$ cat src/rtl/trng_pkg.sv
// trng_pkg
// Shared definitions for the ring-oscillator sample controller: the
// sequencer state encoding, default parameter values, counter widths and
// a counter-width helper.
// No ports (package).

package trng_pkg;

    localparam int unsigned DEF_WARMUP_CYCLES = 64;
    localparam int unsigned DEF_SAMPLE_DIV    = 8;
    localparam int unsigned DEF_BYTE_W        = 8;
    localparam int unsigned DEF_REP_LIMIT     = 16;

    typedef enum logic [2:0] {
        IDLE   = 3'd0,
        WARMUP = 3'd1,
        SAMPLE = 3'd2,
        HOLD   = 3'd3,
        FAIL   = 3'd4
    } trng_state_t;

    // Width of a counter that must hold the values 0..max_count-1.
    function automatic int unsigned cnt_w(input int unsigned max_count);
        return (max_count < 2) ? 1 : $clog2(max_count);
    endfunction

    localparam int unsigned DEF_CYC_W = $clog2(DEF_WARMUP_CYCLES);
    localparam int unsigned DEF_PER_W = $clog2(DEF_SAMPLE_DIV);
    localparam int unsigned DEF_BIT_W = $clog2(DEF_BYTE_W);
    localparam int unsigned DEF_RUN_W = $clog2(DEF_REP_LIMIT + 1);

endpackage

$ cat src/rtl/trng_sample_ctrl_health.sv
// trng_health_rct
// Repetition-count health test on the raw entropy bit stream. Counts
// consecutive identical bits; the count restarts at 1 on a change.
// Ports:
//   clk        system clock
//   rst_n      synchronous active-low reset
//   clear      clears the run count (sequencer idle)
//   bit_valid  a raw bit is presented this cycle
//   sample_bit the raw bit
//   fail       combinational: this bit makes the run reach REP_LIMIT

module trng_health_rct
    import trng_pkg::*;
#(
    parameter int unsigned REP_LIMIT = DEF_REP_LIMIT
) (
    input  logic clk,
    input  logic rst_n,
    input  logic clear,
    input  logic bit_valid,
    input  logic sample_bit,
    output logic fail
);

    localparam int unsigned RUN_W = cnt_w(REP_LIMIT + 1);
    localparam logic [RUN_W-1:0] RUN_LIMIT = RUN_W'(REP_LIMIT);

    logic [RUN_W-1:0] run_cnt;
    logic [RUN_W-1:0] run_next;
    logic             last_bit;

    always_comb begin
        run_next = RUN_W'(1);
        if (run_cnt != '0 && sample_bit == last_bit) begin
            // saturate so a held failure never wraps back to a short run
            run_next = (run_cnt == RUN_LIMIT) ? RUN_LIMIT : run_cnt + RUN_W'(1);
        end
    end

    assign fail = bit_valid && (run_next == RUN_LIMIT);

    always_ff @(posedge clk) begin
        if (!rst_n) begin
            run_cnt  <= '0;
            last_bit <= 1'b0;
        end else if (clear) begin
            run_cnt  <= '0;
            last_bit <= 1'b0;
        end else if (bit_valid) begin
            run_cnt  <= run_next;
            last_bit <= sample_bit;
        end
    end

endmodule

$ cat src/rtl/trng_sample_ctrl.sv
// trng_sample_ctrl
// Sequencer for the ring-oscillator entropy cell: enables the cell, waits
// a warm-up period, strobes a sample every SAMPLE_DIV cycles, assembles raw
// bits MSB first into BYTE_W-bit words, runs a repetition-count health test
// and hands words out over a valid/ready handshake.
// Optional feature macro: TRNG_VON_NEUMANN_EN -- when defined, raw bits are
// debiased in pairs (01 -> 0, 10 -> 1, 00/11 dropped) before assembly.
// Ports:
//   clk          system clock (also the cell's sampling clock)
//   rst_n        synchronous active-low reset
//   start        level run enable
//   ent_bit      raw bit from the entropy cell
//   en_samp_in0  oscillator enable, leg 0
//   en_samp_in1  oscillator enable, leg 1
//   en_samp_out  one-cycle sample strobe to the cell
//   rnd_data     assembled random word
//   rnd_valid    rnd_data is valid
//   rnd_ready    consumer accepts the word
//   busy         sequencer not idle
//   health_fail  sticky health-test failure

module trng_sample_ctrl
    import trng_pkg::*;
#(
    parameter int unsigned WARMUP_CYCLES = DEF_WARMUP_CYCLES,
    parameter int unsigned SAMPLE_DIV    = DEF_SAMPLE_DIV,
    parameter int unsigned BYTE_W        = DEF_BYTE_W,
    parameter int unsigned REP_LIMIT     = DEF_REP_LIMIT
) (
    input  logic              clk,
    input  logic              rst_n,
    input  logic              start,
    input  logic              ent_bit,
    output logic              en_samp_in0,
    output logic              en_samp_in1,
    output logic              en_samp_out,
    output logic [BYTE_W-1:0] rnd_data,
    output logic              rnd_valid,
    input  logic              rnd_ready,
    output logic              busy,
    output logic              health_fail
);

    localparam int unsigned CYC_W = cnt_w(WARMUP_CYCLES);
    localparam int unsigned PER_W = cnt_w(SAMPLE_DIV);
    localparam int unsigned BIT_W = cnt_w(BYTE_W);

    localparam logic [CYC_W-1:0] WARM_LAST = CYC_W'(WARMUP_CYCLES - 1);
    localparam logic [PER_W-1:0] PER_LAST  = PER_W'(SAMPLE_DIV - 1);
    localparam logic [BIT_W-1:0] BIT_LAST  = BIT_W'(BYTE_W - 1);

    trng_state_t state, state_next;

    logic [CYC_W-1:0]  cyc_cnt;
    logic [PER_W-1:0]  per_cnt;
    logic [BIT_W-1:0]  bit_cnt;
    logic [BYTE_W-1:0] shreg;
    logic [BYTE_W-1:0] word_next;

    logic strobe;
    logic accept;
    logic acc_bit;
    logic byte_done;
    logic hit_fail;
    logic leave_run;
    logic xfer;

    assign strobe    = (state == SAMPLE) && (per_cnt == PER_LAST);
    assign byte_done = accept && (bit_cnt == BIT_LAST);
    assign word_next = {shreg[BYTE_W-2:0], acc_bit};
    assign xfer      = rnd_valid && rnd_ready;
    assign leave_run = !start &&
                       (state == WARMUP || state == SAMPLE || state == HOLD);

`ifdef TRNG_VON_NEUMANN_EN
    logic vn_have;
    logic vn_first;

    // A bit is emitted on the second of a pair when the two differ; the
    // emitted value equals the first bit of the pair.
    assign accept  = strobe && vn_have && (vn_first != ent_bit);
    assign acc_bit = vn_first;

    always_ff @(posedge clk) begin
        if (!rst_n) begin
            vn_have  <= 1'b0;
            vn_first <= 1'b0;
        end else if (leave_run || hit_fail || state != SAMPLE) begin
            vn_have  <= 1'b0;
        end else if (strobe) begin
            if (vn_have) begin
                vn_have  <= 1'b0;
            end else begin
                vn_have  <= 1'b1;
                vn_first <= ent_bit;
            end
        end
    end
`else
    assign accept  = strobe;
    assign acc_bit = ent_bit;
`endif

    // Health test sees every raw strobed bit, including ones the debiaser drops.
    trng_health_rct #(
        .REP_LIMIT (REP_LIMIT)
    ) u_health (
        .clk        (clk),
        .rst_n      (rst_n),
        .clear      (state == IDLE),
        .bit_valid  (strobe),
        .sample_bit (ent_bit),
        .fail       (hit_fail)
    );

    // State register
    always_ff @(posedge clk) begin
        if (!rst_n) begin
            state <= IDLE;
        end else begin
            state <= state_next;
        end
    end

    // Next-state logic
    always_comb begin
        state_next = state;
        case (state)
            IDLE: begin
                if (start) state_next = WARMUP;
            end
            WARMUP: begin
                if (!start)                    state_next = IDLE;
                else if (cyc_cnt == WARM_LAST) state_next = SAMPLE;
            end
            SAMPLE: begin
                if (!start)         state_next = IDLE;
                else if (hit_fail)  state_next = FAIL;
                else if (byte_done) state_next = HOLD;
            end
            HOLD: begin
                if (!start)    state_next = IDLE;
                else if (xfer) state_next = SAMPLE;
            end
            FAIL: begin
                state_next = FAIL;
            end
            default: state_next = IDLE;
        endcase
    end

    // Output logic
    always_comb begin
        en_samp_in0 = 1'b0;
        en_samp_in1 = 1'b0;
        en_samp_out = strobe;
        busy        = (state != IDLE);
        case (state)
            WARMUP, SAMPLE, HOLD: begin
                en_samp_in0 = 1'b1;
                en_samp_in1 = 1'b1;
            end
            default: ;
        endcase
    end

    // Counters, word assembly and handshake registers
    always_ff @(posedge clk) begin
        if (!rst_n) begin
            cyc_cnt     <= '0;
            per_cnt     <= '0;
            bit_cnt     <= '0;
            shreg       <= '0;
            rnd_data    <= '0;
            rnd_valid   <= 1'b0;
            health_fail <= 1'b0;
        end else if (leave_run) begin
            cyc_cnt   <= '0;
            per_cnt   <= '0;
            bit_cnt   <= '0;
            shreg     <= '0;
            rnd_data  <= '0;
            rnd_valid <= 1'b0;
        end else begin
            case (state)
                IDLE: begin
                    cyc_cnt <= '0;
                    per_cnt <= '0;
                end
                WARMUP: begin
                    cyc_cnt <= (cyc_cnt == WARM_LAST) ? '0 : cyc_cnt + CYC_W'(1);
                    per_cnt <= '0;
                end
                SAMPLE: begin
                    if (hit_fail) begin
                        // failure outranks a word completing on the same edge
                        health_fail <= 1'b1;
                        rnd_valid   <= 1'b0;
                        shreg       <= '0;
                        bit_cnt     <= '0;
                        per_cnt     <= '0;
                    end else begin
                        per_cnt <= strobe ? '0 : per_cnt + PER_W'(1);
                        if (accept) begin
                            if (byte_done) begin
                                rnd_data  <= word_next;
                                rnd_valid <= 1'b1;
                                shreg     <= '0;
                                bit_cnt   <= '0;
                            end else begin
                                shreg   <= word_next;
                                bit_cnt <= bit_cnt + BIT_W'(1);
                            end
                        end
                    end
                end
                HOLD: begin
                    per_cnt <= '0;
                    if (xfer) rnd_valid <= 1'b0;
                end
                default: ;
            endcase
        end
    end

endmodule
$ cat config.mk
export PLATFORM = sky130hd
export DESIGN_NAME = trng_sample_ctrl
export DESIGN_NICKNAME = d
export VERILOG_FILES = /design/src/rtl/trng_pkg.sv /design/src/rtl/trng_sample_ctrl_health.sv /design/src/rtl/trng_sample_ctrl.sv
export SDC_FILE = /design/constraint.sdc
export NUM_CORES = 1
export LEC_CHECK = 0
export ABC_AREA = 1
export CORE_MARGIN = 1.5
export CORE_UTILIZATION = 55
export CTS_CLUSTER_DIAMETER = 120
export DETAILED_ROUTE_END_ITERATION = 8
export GPL_TIMING_DRIVEN = 0
export PLACE_DENSITY = 0.78
export RECOVER_POWER = 100
export SLEW_MARGIN = 20
export SYNTH_ARGS = -nofsm -noshare
export SYNTH_HDL_FRONTEND = slang
export SYNTH_SLANG_ARGS = --single-unit
$ cat constraint.sdc
create_clock -name clk -period 2.07 [get_ports clk]
set_input_delay 0.414 -clock clk [delete_from_list [all_inputs] [get_ports clk]]
set_output_delay 0.414 -clock clk [all_outputs]
set_load 0.1 [all_outputs]
==> results summary, run 1 <==
The largest clock skew in the final design came out at 0.00486 ns. In this run the worst hold path is classified as flip-flop to flip-flop. The initial antenna violation count is 0. Routability-driven placement finished with a final weighted congestion of 0.855. For this run, the post-layout net count is 286. The worst ir drop on vdd came out at 0.000977 V. The wire length of the first global-routing pass is 5780 um. No sink is reached through more buffers than the 2 on the longest clock path.

After filler insertion, the fill cell instance count of the layout stands at 322. The area inside the core boundary came out at 3130 sq um. The count of yosys warnings during synthesis is 0.

The post-route core utilization came out at 0.666. The detailed router finished its first iteration with 87 violations. The number of global-route vias before repair was 1378. The normalized max-slew margin came out at 0.224. The average wire per standard cell is 10.8 um. The number of buffer cells added on primary ports came out at 18. The critical path is of the flip-flop to output pin type. The die boundary height came out at 60.9 um. The setup slack of the worst register-to-register path came out at 0.20 ns.

The post-synthesis simple-gate area fraction came out at 0.295. The TritonCTS clock tree is built. The analysis attributes to net switching a power of 0.000656 W. The analysis attributes to cell leakage a power of 0.800 nW. The reported max-cap violation count is 0. The worst setup path is launched from a flip-flop. The finished cells cover 2080 sq um. By area, the combinational part of the netlist is dominated by simple AND/OR/NAND/NOR gates. The clock buffer count from CTS came out at 5. The placed wire-length estimate after detailed placement came out at 2560 um. Setup repair after global routing left no endpoint under its margin. The fraction of the mapped netlist area in adder cells came out at 0.0476. The endpoint type of the worst setup path is an output pin. The share of cell area taken by muxes after synthesis is 0. The level count of the clock H-tree came out at 2.

The total number of clock tree sinks is 38. The number of different library cells used by synthesis comes to 30. The largest net degree at the start of global routing came out at 14. At the worst endpoint, the arrival time is 1.57 ns. The share of the Yosys chip area taken by registers is 0.413. After technology mapping, the gate count stands at 249. The tree is rooted in a clkbuf_4.

After detailed routing, the number of remaining DRC violations is 0. The synthesis-stage register bit count came out at 38. The full die area is 3700 sq um. The netlist area before placement is 1840 sq um. The run finished with clean final reports.

The part of the cycle the worst path needs came out at 0.958. The number of top-level pins came out at 19. The signal on the critical path passes through clkbuf_1.

The clock-pin transition on the worst setup and hold timing paths came out at 0.12 ns. The number of placement rows came out at 20. The highest attainable clock frequency is 505 MHz. Of the total power, the share spent switching nets is 0.369. Averaged over all synthesized cells, the footprint is 7.39 sq um. Of the total synthesized cell area, the portion taken by XOR and XNOR cells is 0.

For the worst setup path, the data required time is 1.66 ns. The areal power density over the cells is 854 nW/um^2. The detailed-router iteration count before antenna repair came out at 4.

The placed instance area came out at 2090 sq um. The part of the total power dissipated in sequential elements is 0.437. The effective utilization at floorplan is 0.588.

The width of the die is 60.9 um. The number of buffer and inverter stages on the critical path is 1. The compound-cell area share of the yosys netlist is 0.162. The number of nets produced by synthesis came out at 261. The share of final-layout standard cells stronger than drive strength 1 came out at 0.113.

The internal cell power is 0.00112 W. For this design, the slowest cell found on the critical path is clkbuf_1. The post-detailed-route via-to-cell ratio is 5.06. The number of buffers inserted by post-CTS setup repair came out at 0. The largest single stage delay on the critical path is 0.87 ns. Of the total power, combinational logic draws 0.273.

In this run the worst path has a maximum fanout of 2. The number of max-slew violations in the final report is 0. The minimum clock period came out at 1.98 ns. The count of final hold-check violations is 0. Setup violations remaining at the end of the flow were counted as 0. The clock reaches the later pin of the worst-skew pair after 0.35 ns.

The total global routing track utilization is 0.210. The wire length after detailed routing came out at 3450 um. The clock network power share came out at 0.290. Global routing finished with a remaining overflow of 0. In this run the remaining antenna-violating nets after routing total 0.

For this block, the via count after detailed routing is 1614. Among cell families on the critical path, the largest total delay comes from buffers and inverters. For the pin with the worst max-slew slack, the measured transition is 1.17 ns. The area added between synthesis and finish is 13.1%.

The number of diodes added for antenna fixing is 0.
## timing repair
item                       4_1_cts  5_1_grt
hold buffers                     0        0
pin swaps                        0        1
setup endpoints to repair       14        2
gates resized for setup         35        4
cloned                           0        0
## power groups by stage
| stage | Combinational [W] | Clock, W | Sequential [W] |
|---|---|---|---|
| 2_1_floorplan | 0.000402 | 0 | 0.000787 |
| 3_3_place_gp | 0.000505 | 0 | 0.000791 |
| 3_5_place_dp | 0.000509 | 0 | 0.000793 |
| 4_1_cts | 0.000492 | 0.000527 | 0.000776 |
| 5_1_grt | 0.000527 | 0.000565 | 0.000779 |
| 6_report | 0.000486 | 0.000515 | 0.000777 |
## registers in the layout, summed over array words and instances (netlist names)
name               cells
rnd_valid              1
shreg                  7
u_health.run_cnt       5
state                  3
cyc_cnt                6
per_cnt                3
u_health.last_bit      1
health_fail            1
rnd_data               8
bit_cnt                3
## path summary, 6_finish.rpt
path	startpoint	end	cells past startpoint
max	rnd_data[3]	rnd_data[3]	1
min	per_cnt[2]	per_cnt[2]	2
max reg2reg	u_health.run_cnt[0]	shreg[4]	10
min reg2reg	per_cnt[2]	per_cnt[2]	2
## routing by layer
metal	vias up	wire [um]	global-route usage
met5	-	0	0
met4	0	34	0.0559
met3	4	157	0.0640
met2	29	1570	0.336
met1	719	1690	0.275
li1	862	-	-
## through the flow
stage	setup slack (ns)	TNS [ns]	hold WS, ns	total power (W)	std cells
detailed placement	-0.574	-1.37	0.452	0.00130	311
global placement	-0.561	-1.36	0.444	0.00130	311
floorplan	0.155	0	0.436	0.00119	249
finish	0.0879	0	0.468	0.00178	319
CTS	0.000209	0	0.469	0.00179	319
global route	0.00758	0	0.502	0.00187	319
## placed cells by master, fill, tap and decap left out, types with 2 or more instances in the layout
master | Yosys | layout
nand3_1 | 9 | 12
nand2_2 | 2 | 2
ha_1 | 7 | 7
nor2_1 | 34 | 35
clkdlybuf4s50_1 | 0 | 4
dfxtp_1 | 38 | 38
inv_1 | 25 | 28
nand4_1 | 2 | 2
o21ai_0 | 18 | 20
nor2_2 | 3 | 3
nand3_2 | 6 | 4
clkbuf_4 | 0 | 7
clkinvlp_4 | 0 | 2
nand2_1 | 49 | 49
inv_2 | 5 | 2
a21oi_1 | 25 | 26
clkbuf_1 | 0 | 11
a211oi_1 | 3 | 3
## synth_stat cells
cell type,count,area (sq um)
a211oi_1,3,22.5
a21oi_1,25,125
a21oi_2,1,8.76
a221oi_1,1,8.76
a22oi_1,1,7.51
and2_1,1,6.26
buf_2,4,20.0
buf_4,1,7.51
clkinv_1,1,3.75
dfxtp_1,38,761
ha_1,7,87.6
inv_1,25,93.8
inv_2,5,18.8
inv_4,1,6.26
nand2_1,49,184
nand2_2,2,12.5
nand2_4,1,11.3
nand3_1,9,45.0
nand3_2,6,60.1
nand3_4,2,35.0
nand3b_1,1,7.51
nand4_1,2,12.5
nor2_1,34,128
nor2_2,3,18.8
nor2_4,2,22.5
o211ai_1,1,7.51
o21a_1,1,7.51
o21ai_0,18,90.1
o21ai_1,3,15.0
o22ai_1,1,6.26
## cell type report
class / count / area, sq um / area share
tap: 44 / 55.1 / 0.0264
clock inverter: 3 / 45.0 / 0.0216
buffer: 5 / 31.3 / 0.0150
timing repair buffer: 18 / 123 / 0.0589
inverter: 32 / 123 / 0.0589
multi-input combinational: 174 / 907 / 0.436
clock buffer: 5 / 37.5 / 0.0180
sequential: 38 / 761 / 0.365
## kinds of logic (layout without fill, tap and decap cells)
logic type	count (synthesis)	in the layout
and+or+nand+nor	112	112
AOI/OAI and AO/OA	55	55
DFF	38	38
buffers and inverters	37	63
adders and majority gates	7	7
Power figures use the tool's default switching activity.
==> run 2, diff against run 1 <==
--- a/config.mk
+++ b/config.mk
@@ -6,6 +6,7 @@
 export NUM_CORES = 1
 export LEC_CHECK = 0
 export ABC_AREA = 1
+export ABC_CLOCK_PERIOD_IN_PS = 2070
 export CORE_MARGIN = 1.5
 export CORE_UTILIZATION = 55
 export CTS_CLUSTER_DIAMETER = 120
==> results of run 2 <==
No change in the layout: final DEF, timing and power equal those of run 1.
==> run 3, diff against run 2 <==
--- a/config.mk
+++ b/config.mk
@@ -14,6 +14,7 @@
 export GPL_TIMING_DRIVEN = 0
 export PLACE_DENSITY = 0.78
 export RECOVER_POWER = 100
+export SKIP_CTS_REPAIR_TIMING = 1
 export SLEW_MARGIN = 20
 export SYNTH_ARGS = -nofsm -noshare
 export SYNTH_HDL_FRONTEND = slang
==> constraint.sdc (replaced) <==
create_clock -name clk -period 2.07 [get_ports clk]
set_input_delay 0.414 -clock clk [delete_from_list [all_inputs] [get_ports clk]]
set_output_delay 0.414 -clock clk [all_outputs]
set_load 0.02 [all_outputs]
==> run 3 against run 2 <==
Maximum frequency up 1.1%; sequential power about the same; first-iteration DRC count down 32%; register-to-register slack got worse by 0.02 ns; wire length rose by 2.6%; die area unchanged; cell area up 2.8%; critical endpoint is now en_samp_out; largest power group unchanged.
==> results summary, run 3 (synthesized netlist as in run 1, its figures left out) <==
The arrival time of data at the critical path endpoint was 1.55 ns (-0.02 ns). The measured slew at the worst slew-check pin came out at 0.456 ns (-0.713 ns). The share of final-layout standard cells stronger than drive strength 1 came out at 0.109 (-0.00364). The number of top-level pins came out at 19 (unchanged). The worst path setup slack after routing came out at 0.109 ns (+0.0215 ns). The most frequent standard cell in the layout excluding fill and tap cells is nand2_1. The top cell types in the final layout, fill and taps aside, are 49 x nand2_1, 35 x nor2_1, 35 x dfxtp_1. The full die area came out at 3700 sq um (unchanged). The count of unresolved DRC violations after routing came out at 0 (unchanged). The multi-input logic area is 908 sq um (+0.14%). The placed wire-length estimate after detailed placement came out at 2540 um (-0.55%). The average wire per standard cell is 11.1 um (+2.6%). The effective utilization at floorplan is 0.588 (unchanged).

The minimum clock period came out at 1.96 ns (-0.0215 ns). The endpoint type of the worst setup path is an output pin. The count of fill cells added during filler insertion was 279 (-13%). The areal power density over the cells is 801 nW/um^2 (-6.1%). The width of the die came out at 60.9 um (unchanged). The highest attainable clock frequency is 510 MHz (+1.1%). The number of buffer cells added on primary ports came to 18 (unchanged). The reported max-cap violation count was 0 (unchanged). The total leakage power came out at 0.852 nW (+6.6%). The maximum root-to-sink buffer count came out at 2 (unchanged). The peak per-stage delay on the critical path was 0.35 ns (-0.52 ns). The internal cell power is 0.00123 W (+9.4%). The power spent charging and discharging nets is 0.000488 W (-26%). The worst ir drop on vdd came out at 0.000637 V (-35%). The total number of clock tree sinks is 38 (unchanged). The wire length after detailed routing is 3540 um (+2.6%). The number of setup violations in the final report came out at 0 (unchanged). The total global routing track utilization is 0.223 (+0.0134).

The vias after detailed routing is 1639 (+1.5%). The insertion delay of the later-clocked pin in the worst-skew pair came out at 0.35 ns (about the same). The normalized max-slew margin is 0.696 (+0.472). The largest fanout on the critical path came out at 10 (+8). The final net count is 286 (unchanged). The clock-pin transition on the worst setup and hold timing paths came out at 0.11 ns (about the same). The proportion of total power due to net switching is 0.284 (-0.0844). The number of placement rows was 20 (unchanged). The count of final hold-check violations came out at 0 (unchanged). The wire length of the first global-routing pass was 6010 um (+4.1%).

In the final layout, the registers with the most flip-flops are rnd_data (8), shreg (7), cyc_cnt (6). The cell type of the slowest stage on the worst timing path is dfxtp_2. The remaining number of nets flagged by the antenna check after routing is 0 (unchanged). The area used by sequential logic in the layout came out at 764 sq um (+0.49%).

The largest net degree at the start of global routing is 14 (unchanged). The worst setup path is of the flip-flop to output pin kind. The TritonCTS clock tree is built.

The worst setup timing slack at the placement stage is -0.0553 ns (+0.519 ns). The final weighted congestion in routability-driven placement came out at 0.838 (-1.9%). The part of the cycle the worst path needs came out at 0.947 (-0.0104). The total congestion overflow after global routing is 0 (unchanged). The initial antenna violation count came out at 0 (unchanged). The clock buffer count from CTS came to 5 (unchanged). The flip-flop count of the largest register, all copies and words added is 8 (unchanged). The combinational share of power came out at 0.180 (-0.093). STA classifies the critical path startpoint as a flip-flop. The flow ran to the end, and the final reports show no timing, DRC or antenna violations. The number of max-slew violations in the final report came out at 0 (unchanged). The path class of the tightest hold or removal check is flip-flop to flip-flop. The level count of the clock H-tree is 2 (unchanged). Setup repair after global routing left no endpoint under its margin. The number of diodes added for antenna fixing is 0 (unchanged).

The most numerous cell type found on the critical path is ha_1. The starting DRC count in detailed routing came to 59 (-32%). The die boundary height came out at 60.9 um (unchanged).

The required time of the critical path came out at 1.66 ns (about the same). The area inside the core boundary was 3130 sq um (unchanged). The critical path goes through ha_1 -> ha_1 -> inv_1 -> nor2_4 -> buf_6 -> buf_2.

The clock network power share came out at 0.367 (+0.077). The detailed-router iteration count before antenna repair came out at 4 (unchanged). Clock tree synthesis selected as its root buffer the cell clkbuf_4. The post-detailed-route via-to-cell ratio was 5.14 (+1.5%).

Ranked by flip-flop count, first place goes to rnd_data. The part of the total power dissipated in sequential elements came out at 0.453 (+0.016). The post-route core utilization came to 0.684 (+0.0188). The largest clock skew in the final design is 0.00725 ns (+0.00239 ns). The number of global-route vias before repair was 1380 (+0.15%).

The area added between synthesis and finish is 16.3%.
==> run 3: power by group through the flow <==
stage          Sequential, W  Clock [W]  Combinational [W]
6_report            0.000777   0.000630           0.000308
5_1_grt             0.000781   0.000686           0.000349
2_1_floorplan       0.000787          0           0.000237
3_3_place_gp        0.000790          0           0.000342
4_1_cts             0.000774   0.000648           0.000345
3_5_place_dp        0.000791          0           0.000342
==> run 3: final cells by class <==
type                    count  area share
inverters                  32      0.0561
multi-input cells         174       0.424
plain buffers               5      0.0140
flip-flops and latches     38       0.357
clock inverters             3      0.0321
repair buffers             18      0.0731
clock buffers               5      0.0175
well taps                  44      0.0257
==> run 3: worst max-delay path: cells and delay by family (launching register included) <==
| family | cells | cell delay, ns |
|---|---|---|
| adders and majority gates | 2 | 0.36 |
| buffers and inverters | 3 | 0.44 |
| DFF | 1 | 0.35 |
| and+or+nand+nor | 1 | 0.07 |
==> run 3: final timing paths <==
| kind | start | end | slack, ns | depth (start not counted) |
|---|---|---|---|---|
| worst min-delay path | per_cnt[0] | per_cnt[0] | 0.45 | 1 |
| worst max register to register | u_health.run_cnt[0] | state[1] | 0.18 | 10 |
| worst min register to register | per_cnt[0] | per_cnt[0] | 0.45 | 1 |
| worst max-delay path | per_cnt[0] | en_samp_out | 0.11 | 6 |
==> run 3: through the flow <==
step                hold slack, ns  cells  cell area, sq um  setup TNS (ns)  total power (W)
finish                       0.451    319              2140               0          0.00172
global placement             0.444    311              2080         -0.0485          0.00113
detailed placement           0.448    311              2080         -0.0553          0.00113
CTS                          0.465    319              2180          -0.936          0.00177
global route                 0.475    319              2140               0          0.00182
floorplan                    0.436    249              1840               0          0.00102
==> run 3: layer usage <==
metal	track usage	wire length [um]
met5	0	0
met4	0.0932	72
met3	0.0640	154
met2	0.347	1590
met1	0.290	1720
==> RTL change, RTL diff (settings of run 1) <==
The package constant `DEF_WARMUP_CYCLES` goes from 64 to 128.
--- a/src/rtl/trng_pkg.sv
+++ b/src/rtl/trng_pkg.sv
@@ -7,5 +7,5 @@
 package trng_pkg;
 
-    localparam int unsigned DEF_WARMUP_CYCLES = 64;
+    localparam int unsigned DEF_WARMUP_CYCLES = 128;
     localparam int unsigned DEF_SAMPLE_DIV    = 8;
     localparam int unsigned DEF_BYTE_W        = 8;
Function: no difference found for any inputs over 10 cycles, from zero or initial values and one cycle with rst_n low; that may be too few to reach the edited logic, so the function may still have changed.
==> RTL change against run 1 <==
Global-route usage grew 0.50 points; die area grew 3.0%; critical path type unchanged; critical path depth grew 5; combinational power grew 2%; sequential share of layout area shrank 1.5 points; sequential cell count grew 1; design area grew 7.2%; synthesized area grew 3.1%; worst setup slack lost 26 ps; routed wire length grew 8.0%; power grew 1.9%; fmax shrank 1.3%.
==> RTL change: results (changes against run 1) <==
Outcome: complete, no violations (unchanged). The wire length the detailed router placed on met1 is 1770 µm (was 1690 µm). The ratio of cells with drive above 1 in the final layout is 0.161 (was 0.113). The slowest stage cell on the critical path was dfxtp_2 (was clkbuf_1). The clock sink count came out at 39 (was 38). The global-route track usage on met3 is 0.0559 (was 0.0640). The delay of the slowest critical-path stage is 360 ps (was 870 ps). The number of inverters outside the clock class in the layout is 25 (was 32). The number of cells on the worst reg-to-reg path came out at 7 (was 10). The sequential-to-total area share from yosys stat came out at 0.411 (was 0.413).

The destination of the critical timing path is en_samp_out (was rnd_data[3]). The worst ir drop on vdd came out at 473 µV (was 977 µV). The normalized max-slew margin came out at 0.362 (was 0.224). The cell area after technology mapping is 1900 µm² (was 1840 µm²). The wire length on met3 came out at 87 µm (was 157 µm). The area taken by multi-input logic gates came to 996 µm² (was 907 µm²). Most instantiated cells after synthesis: nand2_1 (50), dfxtp_1 (39), nor2_1 (38), a21oi_1 (24), inv_1 (21) (was nand2_1 (49), dfxtp_1 (38), nor2_1 (34), a21oi_1 (25), inv_1 (25)).

The post-synthesis area per instance is 7.59 µm² (was 7.39 µm²). The global routing usage summed across all routing layers came out at 0.214 (was 0.210). The global routing usage on met1 is 0.259 (was 0.275). The number of fill cells is 326 (was 322). The wire length of the first global-routing pass came out at 5990 µm (was 5780 µm).

The number of resized instances in the post-cts repair step is 36 (was 35). The fraction of standard cell area in multi-input logic came out at 0.446 (was 0.436). The final net count is 290 (was 286).

The worst slack at placement is -751 ps (was -574 ps). The number of cells after detailed placement is 314 (was 311). The detailed router's first-iteration violation count came to 53 (was 87). The net count of the mapped netlist came out at 262 (was 261). The leakage power is 0.905 nW (was 0.800 nW). The average routed wire per standard cell is 11.5 µm (was 10.8 µm). The global-route met2 utilization is 0.368 (was 0.336).

The non-clock buffer share of cell area came out at 0.0970 (was 0.0739). The worst min-delay path startpoint is health_fail$_SDFFE_PN0P_ (was per_cnt[2]$_SDFFE_PP0P_). The total length of routed wires came out at 3730 µm (was 3450 µm). The routability-driven placement congestion ratio came to 0.807 (was 0.855). The met2 wire length is 1810 µm (was 1570 µm).
-- RTL change: changes by cell type after synthesis, sizes merged, moves of 2 or more --
cell | run 1 | this run
buf | 5 | 3
nand4 | 2 | 4
inv | 31 | 24
o21ai | 21 | 19
nand2 | 52 | 58
nand3 | 17 | 15
nor2 | 39 | 46
-- RTL change: kinds of logic after synthesis --
group	synth area share
AOI/OAI and AO/OA	0.144
xor gates and xnor gates	0.00462
adders and majority gates	0.0461
buffers and inverters	0.0633
DFF	0.411
and+or+nand+nor	0.331
-- RTL change: tightest hold or removal path: stages (launching register included) --
cell	delay, ps
dfxtp_1	340
nand2_1	40
o21ai_0	50
-- RTL change: power by group through the flow --
stage          logic [mW]  clock network (mW)  registers [mW]
3_5_place_dp        0.516                   0           0.811
2_1_floorplan       0.407                   0           0.805
4_1_cts             0.503               0.538           0.795
3_3_place_gp        0.509                   0           0.809
5_1_grt             0.535               0.562           0.796
6_report            0.494               0.523           0.793
